`config.mk`:
```
export PLATFORM = sky130hd
export DESIGN_NAME = alu_share_arbiter_flat
export DESIGN_NICKNAME = d
export VERILOG_FILES = /design/src/rtl/alu_share_arbiter_if.sv /design/src/rtl/alu_share_arbiter.sv /design/src/flat_wrapper.sv
export SDC_FILE = /design/constraint.sdc
export NUM_CORES = 1
export LEC_CHECK = 0
export BUFFER_PORTS_ARGS = -buffer_cell sky130_fd_sc_hd__buf_2
export CORE_AREA = 3 3 123 125
export CTS_CLUSTER_DIAMETER = 40
export DETAILED_ROUTE_END_ITERATION = 8
export DIE_AREA = 0 0 126 128
export GPL_ROUTABILITY_DRIVEN = 0
export GPL_TIMING_DRIVEN = 0
export PLACE_DENSITY = 0.74
export SLEW_MARGIN = 20
export SYNTH_ARGS = -nofsm -noshare
export SYNTH_HDL_FRONTEND = slang
export SYNTH_SLANG_ARGS = --single-unit
```
`constraint.sdc`:
```
create_clock -name clk -period 3.75 [get_ports clk]
set_input_delay 0.375 -clock clk [delete_from_list [all_inputs] [get_ports clk]]
set_output_delay 0.375 -clock clk [all_outputs]
set_load 0.01 [all_outputs]
```
`src/rtl/alu_share_arbiter_if.sv`:
```
// Request, response and ALU-side signals of the shared-ALU arbiter.
// slave = arbiter side, master = requester/ALU side.
interface alu_share_arbiter_if #(
  parameter int unsigned DW = 32,
  parameter int unsigned CW = 6
) ();
  logic          req0_valid;
  logic          req0_ready;
  logic [DW-1:0] req0_a;
  logic [DW-1:0] req0_b;
  logic [CW-1:0] req0_ctrl;
  logic          req1_valid;
  logic          req1_ready;
  logic [DW-1:0] req1_a;
  logic [DW-1:0] req1_b;
  logic [CW-1:0] req1_ctrl;
  logic [DW-1:0] alu_a;
  logic [DW-1:0] alu_b;
  logic [CW-1:0] alu_ctrl;
  logic [DW-1:0] alu_out;
  logic          alu_ovf;
  logic          rsp0_valid;
  logic          rsp0_ready;
  logic [DW-1:0] rsp0_data;
  logic          rsp0_ovf;
  logic          rsp1_valid;
  logic          rsp1_ready;
  logic [DW-1:0] rsp1_data;
  logic          rsp1_ovf;

  modport slave (
    input  req0_valid, req0_a, req0_b, req0_ctrl,
    input  req1_valid, req1_a, req1_b, req1_ctrl,
    output req0_ready, req1_ready,
    output alu_a, alu_b, alu_ctrl,
    input  alu_out, alu_ovf,
    output rsp0_valid, rsp0_data, rsp0_ovf,
    output rsp1_valid, rsp1_data, rsp1_ovf,
    input  rsp0_ready, rsp1_ready
  );

  modport master (
    output req0_valid, req0_a, req0_b, req0_ctrl,
    output req1_valid, req1_a, req1_b, req1_ctrl,
    input  req0_ready, req1_ready,
    input  alu_a, alu_b, alu_ctrl,
    output alu_out, alu_ovf,
    input  rsp0_valid, rsp0_data, rsp0_ovf,
    input  rsp1_valid, rsp1_data, rsp1_ovf,
    output rsp0_ready, rsp1_ready
  );
endinterface

```
`src/rtl/alu_share_arbiter.sv`:
```
// Round-robin sharing of one combinational ALU between two requesters.
// Optional ALU_OVF_TRAP_EN: suppress overflowed results and add a sticky ovf_trap output.
module alu_share_arbiter #(
  parameter int unsigned DW       = 32,
  parameter int unsigned CW       = 6,
  parameter int unsigned ADD_CODE = 16
) (
  input  logic                clk,
  input  logic                rst_n,
`ifdef ALU_OVF_TRAP_EN
  output logic                ovf_trap,
`endif
  alu_share_arbiter_if.slave  bus
);

  typedef enum logic [1:0] {IDLE = 2'd0, EXEC = 2'd1, RESP = 2'd2} state_e;

  state_e        state_q, state_d;
  logic          last_grant_q, last_grant_d;
  logic          grant_q, grant_d;
  logic [DW-1:0] a_q, a_d;
  logic [DW-1:0] b_q, b_d;
  logic [CW-1:0] ctrl_q, ctrl_d;
  logic [DW-1:0] result_q, result_d;
  logic          ovf_q, ovf_d;
  logic          any_valid;
  logic          win;
  logic          rsp_hs;
  logic [DW-1:0] rsp_data_c;
`ifdef ALU_OVF_TRAP_EN
  logic          trap_q, trap_d;
`endif

  // last_grant resets to 1 so port 0 wins the first tie
  always_ff @(posedge clk or negedge rst_n) begin
    if (!rst_n) begin
      state_q      <= IDLE;
      last_grant_q <= 1'b1;
      grant_q      <= 1'b0;
      a_q          <= '0;
      b_q          <= '0;
      ctrl_q       <= '0;
      result_q     <= '0;
      ovf_q        <= 1'b0;
`ifdef ALU_OVF_TRAP_EN
      trap_q       <= 1'b0;
`endif
    end else begin
      state_q      <= state_d;
      last_grant_q <= last_grant_d;
      grant_q      <= grant_d;
      a_q          <= a_d;
      b_q          <= b_d;
      ctrl_q       <= ctrl_d;
      result_q     <= result_d;
      ovf_q        <= ovf_d;
`ifdef ALU_OVF_TRAP_EN
      trap_q       <= trap_d;
`endif
    end
  end

  always_comb begin
    any_valid = bus.req0_valid | bus.req1_valid;
    win       = (bus.req0_valid & bus.req1_valid) ? ~last_grant_q : bus.req1_valid;
    rsp_hs    = grant_q ? bus.rsp1_ready : bus.rsp0_ready;
  end

  // Next state and register updates
  always_comb begin
    state_d      = state_q;
    last_grant_d = last_grant_q;
    grant_d      = grant_q;
    a_d          = a_q;
    b_d          = b_q;
    ctrl_d       = ctrl_q;
    result_d     = result_q;
    ovf_d        = ovf_q;
`ifdef ALU_OVF_TRAP_EN
    trap_d       = trap_q;
`endif
    case (state_q)
      IDLE: begin
        if (any_valid) begin
          grant_d = win;
          a_d     = win ? bus.req1_a    : bus.req0_a;
          b_d     = win ? bus.req1_b    : bus.req0_b;
          ctrl_d  = win ? bus.req1_ctrl : bus.req0_ctrl;
          state_d = EXEC;
        end
      end
      EXEC: begin
        result_d = bus.alu_out;
        ovf_d    = bus.alu_ovf & (ctrl_q == CW'(ADD_CODE));
`ifdef ALU_OVF_TRAP_EN
        trap_d   = trap_q | ovf_d;
`endif
        state_d  = RESP;
      end
      RESP: begin
        if (rsp_hs) begin
          last_grant_d = grant_q;
          state_d      = IDLE;
        end
      end
      default: state_d = IDLE;
    endcase
  end

  // Outputs: ready only for the IDLE winner, response only toward the granted port
  always_comb begin
`ifdef ALU_OVF_TRAP_EN
    rsp_data_c = ovf_q ? '0 : result_q;
`else
    rsp_data_c = result_q;
`endif
    bus.req0_ready = (state_q == IDLE) & bus.req0_valid & ~win;
    bus.req1_ready = (state_q == IDLE) & bus.req1_valid &  win;
    bus.rsp0_valid = (state_q == RESP) & ~grant_q;
    bus.rsp1_valid = (state_q == RESP) &  grant_q;
    bus.rsp0_data  = bus.rsp0_valid ? rsp_data_c : '0;
    bus.rsp1_data  = bus.rsp1_valid ? rsp_data_c : '0;
    bus.rsp0_ovf   = bus.rsp0_valid & ovf_q;
    bus.rsp1_ovf   = bus.rsp1_valid & ovf_q;
    bus.alu_a      = a_q;
    bus.alu_b      = b_q;
    bus.alu_ctrl   = ctrl_q;
  end

`ifdef ALU_OVF_TRAP_EN
  assign ovf_trap = trap_q;
`endif

endmodule

```
`src/flat_wrapper.sv`:
```
// flat-port wrapper written by rule: the top's interface ports become plain ports
module alu_share_arbiter_flat 
#(
  parameter int unsigned DW       = 32,
  parameter int unsigned CW       = 6,
  parameter int unsigned ADD_CODE = 16
)
  (clk, rst_n, bus_req0_valid, bus_req0_a, bus_req0_b, bus_req0_ctrl, bus_req1_valid, bus_req1_a, bus_req1_b, bus_req1_ctrl, bus_req0_ready, bus_req1_ready, bus_alu_a, bus_alu_b, bus_alu_ctrl, bus_alu_out, bus_alu_ovf, bus_rsp0_valid, bus_rsp0_data, bus_rsp0_ovf, bus_rsp1_valid, bus_rsp1_data, bus_rsp1_ovf, bus_rsp0_ready, bus_rsp1_ready);
  alu_share_arbiter_if #(.DW(DW), .CW(CW)) bus_i ();
  input  logic clk;
  input  logic rst_n;
  input wire logic [$bits(bus_i.req0_valid)-1:0] bus_req0_valid;
  input wire logic [$bits(bus_i.req0_a)-1:0] bus_req0_a;
  input wire logic [$bits(bus_i.req0_b)-1:0] bus_req0_b;
  input wire logic [$bits(bus_i.req0_ctrl)-1:0] bus_req0_ctrl;
  input wire logic [$bits(bus_i.req1_valid)-1:0] bus_req1_valid;
  input wire logic [$bits(bus_i.req1_a)-1:0] bus_req1_a;
  input wire logic [$bits(bus_i.req1_b)-1:0] bus_req1_b;
  input wire logic [$bits(bus_i.req1_ctrl)-1:0] bus_req1_ctrl;
  output wire logic [$bits(bus_i.req0_ready)-1:0] bus_req0_ready;
  output wire logic [$bits(bus_i.req1_ready)-1:0] bus_req1_ready;
  output wire logic [$bits(bus_i.alu_a)-1:0] bus_alu_a;
  output wire logic [$bits(bus_i.alu_b)-1:0] bus_alu_b;
  output wire logic [$bits(bus_i.alu_ctrl)-1:0] bus_alu_ctrl;
  input wire logic [$bits(bus_i.alu_out)-1:0] bus_alu_out;
  input wire logic [$bits(bus_i.alu_ovf)-1:0] bus_alu_ovf;
  output wire logic [$bits(bus_i.rsp0_valid)-1:0] bus_rsp0_valid;
  output wire logic [$bits(bus_i.rsp0_data)-1:0] bus_rsp0_data;
  output wire logic [$bits(bus_i.rsp0_ovf)-1:0] bus_rsp0_ovf;
  output wire logic [$bits(bus_i.rsp1_valid)-1:0] bus_rsp1_valid;
  output wire logic [$bits(bus_i.rsp1_data)-1:0] bus_rsp1_data;
  output wire logic [$bits(bus_i.rsp1_ovf)-1:0] bus_rsp1_ovf;
  input wire logic [$bits(bus_i.rsp0_ready)-1:0] bus_rsp0_ready;
  input wire logic [$bits(bus_i.rsp1_ready)-1:0] bus_rsp1_ready;
  assign bus_i.req0_valid = bus_req0_valid;
  assign bus_i.req0_a = bus_req0_a;
  assign bus_i.req0_b = bus_req0_b;
  assign bus_i.req0_ctrl = bus_req0_ctrl;
  assign bus_i.req1_valid = bus_req1_valid;
  assign bus_i.req1_a = bus_req1_a;
  assign bus_i.req1_b = bus_req1_b;
  assign bus_i.req1_ctrl = bus_req1_ctrl;
  assign bus_req0_ready = bus_i.req0_ready;
  assign bus_req1_ready = bus_i.req1_ready;
  assign bus_alu_a = bus_i.alu_a;
  assign bus_alu_b = bus_i.alu_b;
  assign bus_alu_ctrl = bus_i.alu_ctrl;
  assign bus_i.alu_out = bus_alu_out;
  assign bus_i.alu_ovf = bus_alu_ovf;
  assign bus_rsp0_valid = bus_i.rsp0_valid;
  assign bus_rsp0_data = bus_i.rsp0_data;
  assign bus_rsp0_ovf = bus_i.rsp0_ovf;
  assign bus_rsp1_valid = bus_i.rsp1_valid;
  assign bus_rsp1_data = bus_i.rsp1_data;
  assign bus_rsp1_ovf = bus_i.rsp1_ovf;
  assign bus_i.rsp0_ready = bus_rsp0_ready;
  assign bus_i.rsp1_ready = bus_rsp1_ready;
  alu_share_arbiter #(.DW(DW), .CW(CW), .ADD_CODE(ADD_CODE)) u_core (.clk(clk), .rst_n(rst_n), .bus(bus_i));
endmodule
```
Yosys cells after proc, flatten, opt, wreduce, memory -nomap -nowiden:

Index checks and enable logic that the tools add are counted.
W data, S select, Z words.

* logic and storage cells: 41
* bits of input ports: 179
* output and inout bits: 140
* register bits: 107

* reductions and logical operators: 4
* bitwise gates (word level): 14
* muxes and demuxes: 10
* equality and inequality tests: 5

Operators by type and width (number)
* $mux W32: 4
* $and A1 B1 Y1: 10
* $eq A6 B5 Y1 const B: 1
* $mux W6: 1
* $pmux W2 S3: 1
* $reduce_and A2 Y1: 3
* $mux W2: 2
* $ne A2 B1 Y1 const B: 2
* $not A1 Y1: 3
* $eq A2 B1 Y1 const B: 1
* $eq A2 B2 Y1 const B: 1
* $logic_not A2 Y1: 1
* $mux W1: 2
* $or A1 B1 Y1: 1

Logic depth before layout (Yosys ltp):

* word-level depth: 4
* gate-level depth with buffers: 5
* depth with buffers taken out: 3

Worst setup path before layout:

OpenSTA, ideal clock, no wires.

* path type: register to register
* from: register u_core.last_grant_q
* to: register u_core.b_q[26] (netlist: u_core.bus.alu_b[26])
* arrival: 1.507 ns
* required time: 3.625 ns
* library setup time: 0.125 ns
* cell stages (with the launch flop): 6
* path buffers: 2
* setup slack: 2.118 ns
* clock period less this slack: 1.632 ns
* path through: dfstp_2 -> a21bo_1 -> buf_6 -> buf_8 -> mux2_4 -> mux2_2

* word-level cells in the longest chain between the ends: 3

Ends and longest elaborated chain
* start: declaration: RTL line alu_share_arbiter.sv:19 `logic last_grant_q, last_grant_d;`
* start signal: assignment: RTL line alu_share_arbiter.sv:50 `last_grant_q <= last_grant_d;`
* $not A1 Y1: RTL line alu_share_arbiter.sv:65 `win = (bus.req0_valid & bus.req1_valid) ? ~last_grant_q : bus.req1_valid;`
* $mux W1: RTL line alu_share_arbiter.sv:65
* $mux W32: RTL line alu_share_arbiter.sv:87 `b_d = win ? bus.req1_b : bus.req0_b;`
* end signal: assignment: RTL line alu_share_arbiter.sv:41 `b_q <= '0;`
* end signal: assignment: RTL line alu_share_arbiter.sv:53 `b_q <= b_d;`
* end: declaration: RTL line alu_share_arbiter.sv:22 `logic [DW-1:0] b_q, b_d;`

Every way passes these cells.
A chain may end at the register's enable or synchronous reset.

Worst setup path after layout:

* from: register u_core.state_q[1]
* to: output bus_rsp0_data[16]

* word-level cells in the longest chain between the ends: 3

Ends and longest elaborated chain
* start: declaration: RTL line alu_share_arbiter.sv:18 `state_e state_q, state_d;`
* start signal: assignment: RTL line alu_share_arbiter.sv:49 `state_q <= state_d;`
* $eq A2 B2 Y1: RTL line alu_share_arbiter.sv:119 `bus.rsp0_valid = (state_q == RESP) & ~grant_q;`
* $and A1 B1 Y1: RTL line alu_share_arbiter.sv:119
* $mux W32: RTL line alu_share_arbiter.sv:121 `bus.rsp0_data = bus.rsp0_valid ? rsp_data_c : '0;`
* end: declaration: RTL line flat_wrapper.sv:28 `output wire logic [$bits(bus_i.rsp0_data)-1:0] bus_rsp0_data;`

Every way passes these cells.

==> impl_metrics.ini <==
[power_and_ir_drop]
power_density_nw_per_um2 = 753
p_leak_nw = 4.42
ir_worst_vdd_mv = 0.316

[synth]
avgSynthCellArea_sq_um = 14.3
netlist_instances = 402
synth_top_area_share_pct = 46.2
synthTopCellsByArea = dfrtp_1 (46%), mux2_4 (21%), mux2_2 (18%)
yosys_warnings = 0
synth_edf_count = 0
yosysSeqAreaShare_pct = 46.7
synthTopCellsByCount = dfrtp_1 (106), mux2_2 (90), mux2_4 (82)
synthArstFlopShare_pct = 100
synth_seq_cells = 107
syn_nets = 581
synth_most_common_cell = dfrtp_1
yosys.area.top_type = dfrtp_1
synth_cell_type_count = 25
synth_area_sq_um = 5740
synth_flop_cell = dfrtp_1

[placed_design]
dpl-instance-area_sq_um = 7590
dpl.hpwl_um = 12500
numPortBuffers = 318
placedCellCount = 901

[sta]
setup_viol = 0
period_share_pct = 62.4
tns_ns = 0
final_max_slew_viol_count = 0
finalHoldViolCount = 0
max_freq_mhz = 427
hold-worst-slack_ns = 0.259
finalCriticalPeriod_ns = 2.34
tightest_slew_ns = 0.506
slew_headroom_pct = 66.3
finClkSkew_ns = 0.00834
rsz0062_at_grt = no

[worst_setup_path]
worstPathRequired_ns = 3.38
critPathMostFrequentCell = buf_2
start_kind = flip-flop
slowest_stage = dfrtp_1
crit_path_max_incr_delay_ns = 0.40
crit_chain = nor2b_1, buf_2, clkbuf_1, and3_1, buf_2
arrival_ns = 1.97
critical_path.endpoint_type = output port
crit_type = flip-flop to output port
worstPathMaxFanout = 10

[clock_network]
cts_tree = yes
postCtsHoldBufs = 1
htreeDepth = 3
clock-sinks = 107
clock_path_buffers = 2
cts_resized = 0
cts_buffers = 9
root_buffer = clkbuf_16
post_cts.repair.setup_buffers = 0
clk_pin_slew_ns = 0.07
clk_latency_ns = 0.34

[cells_and_area]
fin_nets = 912
fin_util_pct = 56.6
final_area_sq_um = 7910
antenna_cells = 0
area_growth_syn_to_layout_pct = 38.0
drive_gt1_share_pct = 71.5
stdcell_count = 917

[grt]
grt_pass1_vias = 4818
grt_pass1_wl_um = 25000
antenna_found_initial = 0
grt_remaining_overflow = 0
grt_max_degree = 56
grt_use_total_pct = 19.2

[job]
maxCapViolations = 0

[die]
rows = 43
start_util_pct = 41.0
die_h_um = 128
core-area_sq_um = 14000
die-area_sq_um = 16100
dieWidth_um = 126
io_pins = 319

[drt]
routed_via_density = 4.93
vias = 4522
drc_errors = 0
dr.pass1.iters = 4
wl_um = 15800
first_iter_violations = 131
wl_per_cell_um = 17.3
final_antenna_net_count = 0

[min_path]
hold_path_class = input port to flip-flop

[status]
run_status = finished, final reports clean
-- cell usage in the layout, fill, tap and decap left out, drive strengths merged, types with 3 or more instances in the layout --
master	instances
dfrtp	106
mux2	172
nor3	3
clkbuf	24
buf	340
inv	3
and3	65
nor2	5
-- worst paths after layout --
kind / slack (ns) / from / endpoint / depth (start not counted)
hold reg to reg: 0.50 / u_core.bus.alu_b[8]$_DFFE_PN0P_ / u_core.bus.alu_b[8]$_DFFE_PN0P_ / 1
setup reg to reg: 1.96 / u_core.state_q[0]$_DFFE_PN0P_ / u_core.bus.alu_b[11]$_DFFE_PN0P_ / 5
min in group asynchronous: 0.56 / rst_n / u_core.bus.alu_a[10]$_DFFE_PN0P_ / 2
setup / recovery: 1.41 / u_core.state_q[1]$_DFFE_PN0P_ / bus_rsp0_data[16] / 5
max in group asynchronous: 2.54 / rst_n / u_core.bus.alu_a[25]$_DFFE_PN0P_ / 3
hold / removal: 0.26 / bus_alu_out[20] / u_core.result_q[20]$_DFFE_PN0N_ / 2
-- state kept, by name (all words and copies together), names as in the netlist --
name                 cells
u_core.bus.alu_a        32
u_core.bus.alu_b        32
u_core.bus.alu_ctrl      6
u_core.grant_q           1
u_core.last_grant_q      1
u_core.ovf_q             1
u_core.result_q         32
u_core.state_q           2
-- stage by stage --
step                total power (W)  setup slack, ns
floorplan                   0.00391             2.12
CTS                         0.00603             1.43
global route                0.00636             1.24
global placement            0.00488             1.16
finish                      0.00596             1.41
detailed placement          0.00500             1.82
-- critical path: cells and delay by family (launching register included) --
kind / cells / cell delay, ns
buf+inv: 3 / 0.72
simple gates: 2 / 0.50
flops: 1 / 0.40
-- power breakdown --
part           internal [W]  switching, W  total [W]
combinational       0.00152       0.00133    0.00286
sequential          0.00176      0.000341    0.00210
clock              0.000601      0.000404    0.00101
-- per-layer routing --
metal	GRT usage (%)	wire length (um)
met1	22.2	5970
met2	34.9	8410
met3	4.42	1150
met4	7.00	314
met5	0	0
-- kinds of logic (layout without fill, tap and decap cells) --
kind of cell,Yosys count,in the layout,share of synthesized area [%]
buffers and inverters,36,371,4.76
and+or+nand+nor,79,79,8.22
AOI/OAI and AO/OA,7,7,1.00
muxes,173,173,39.3
DFF,107,107,46.7
-- cell type report --
cell class	count	area, sq um
Fill cell	1238	6080
Multi-Input combinational cell	259	2780
Sequential cell	107	2680
Timing Repair Buffer	320	1640
Buffer	34	265
Clock buffer	11	243
Tap cell	180	225
Clock inverter	4	73.8
Inverter	2	7.51
(Power assumes the default switching activity.)
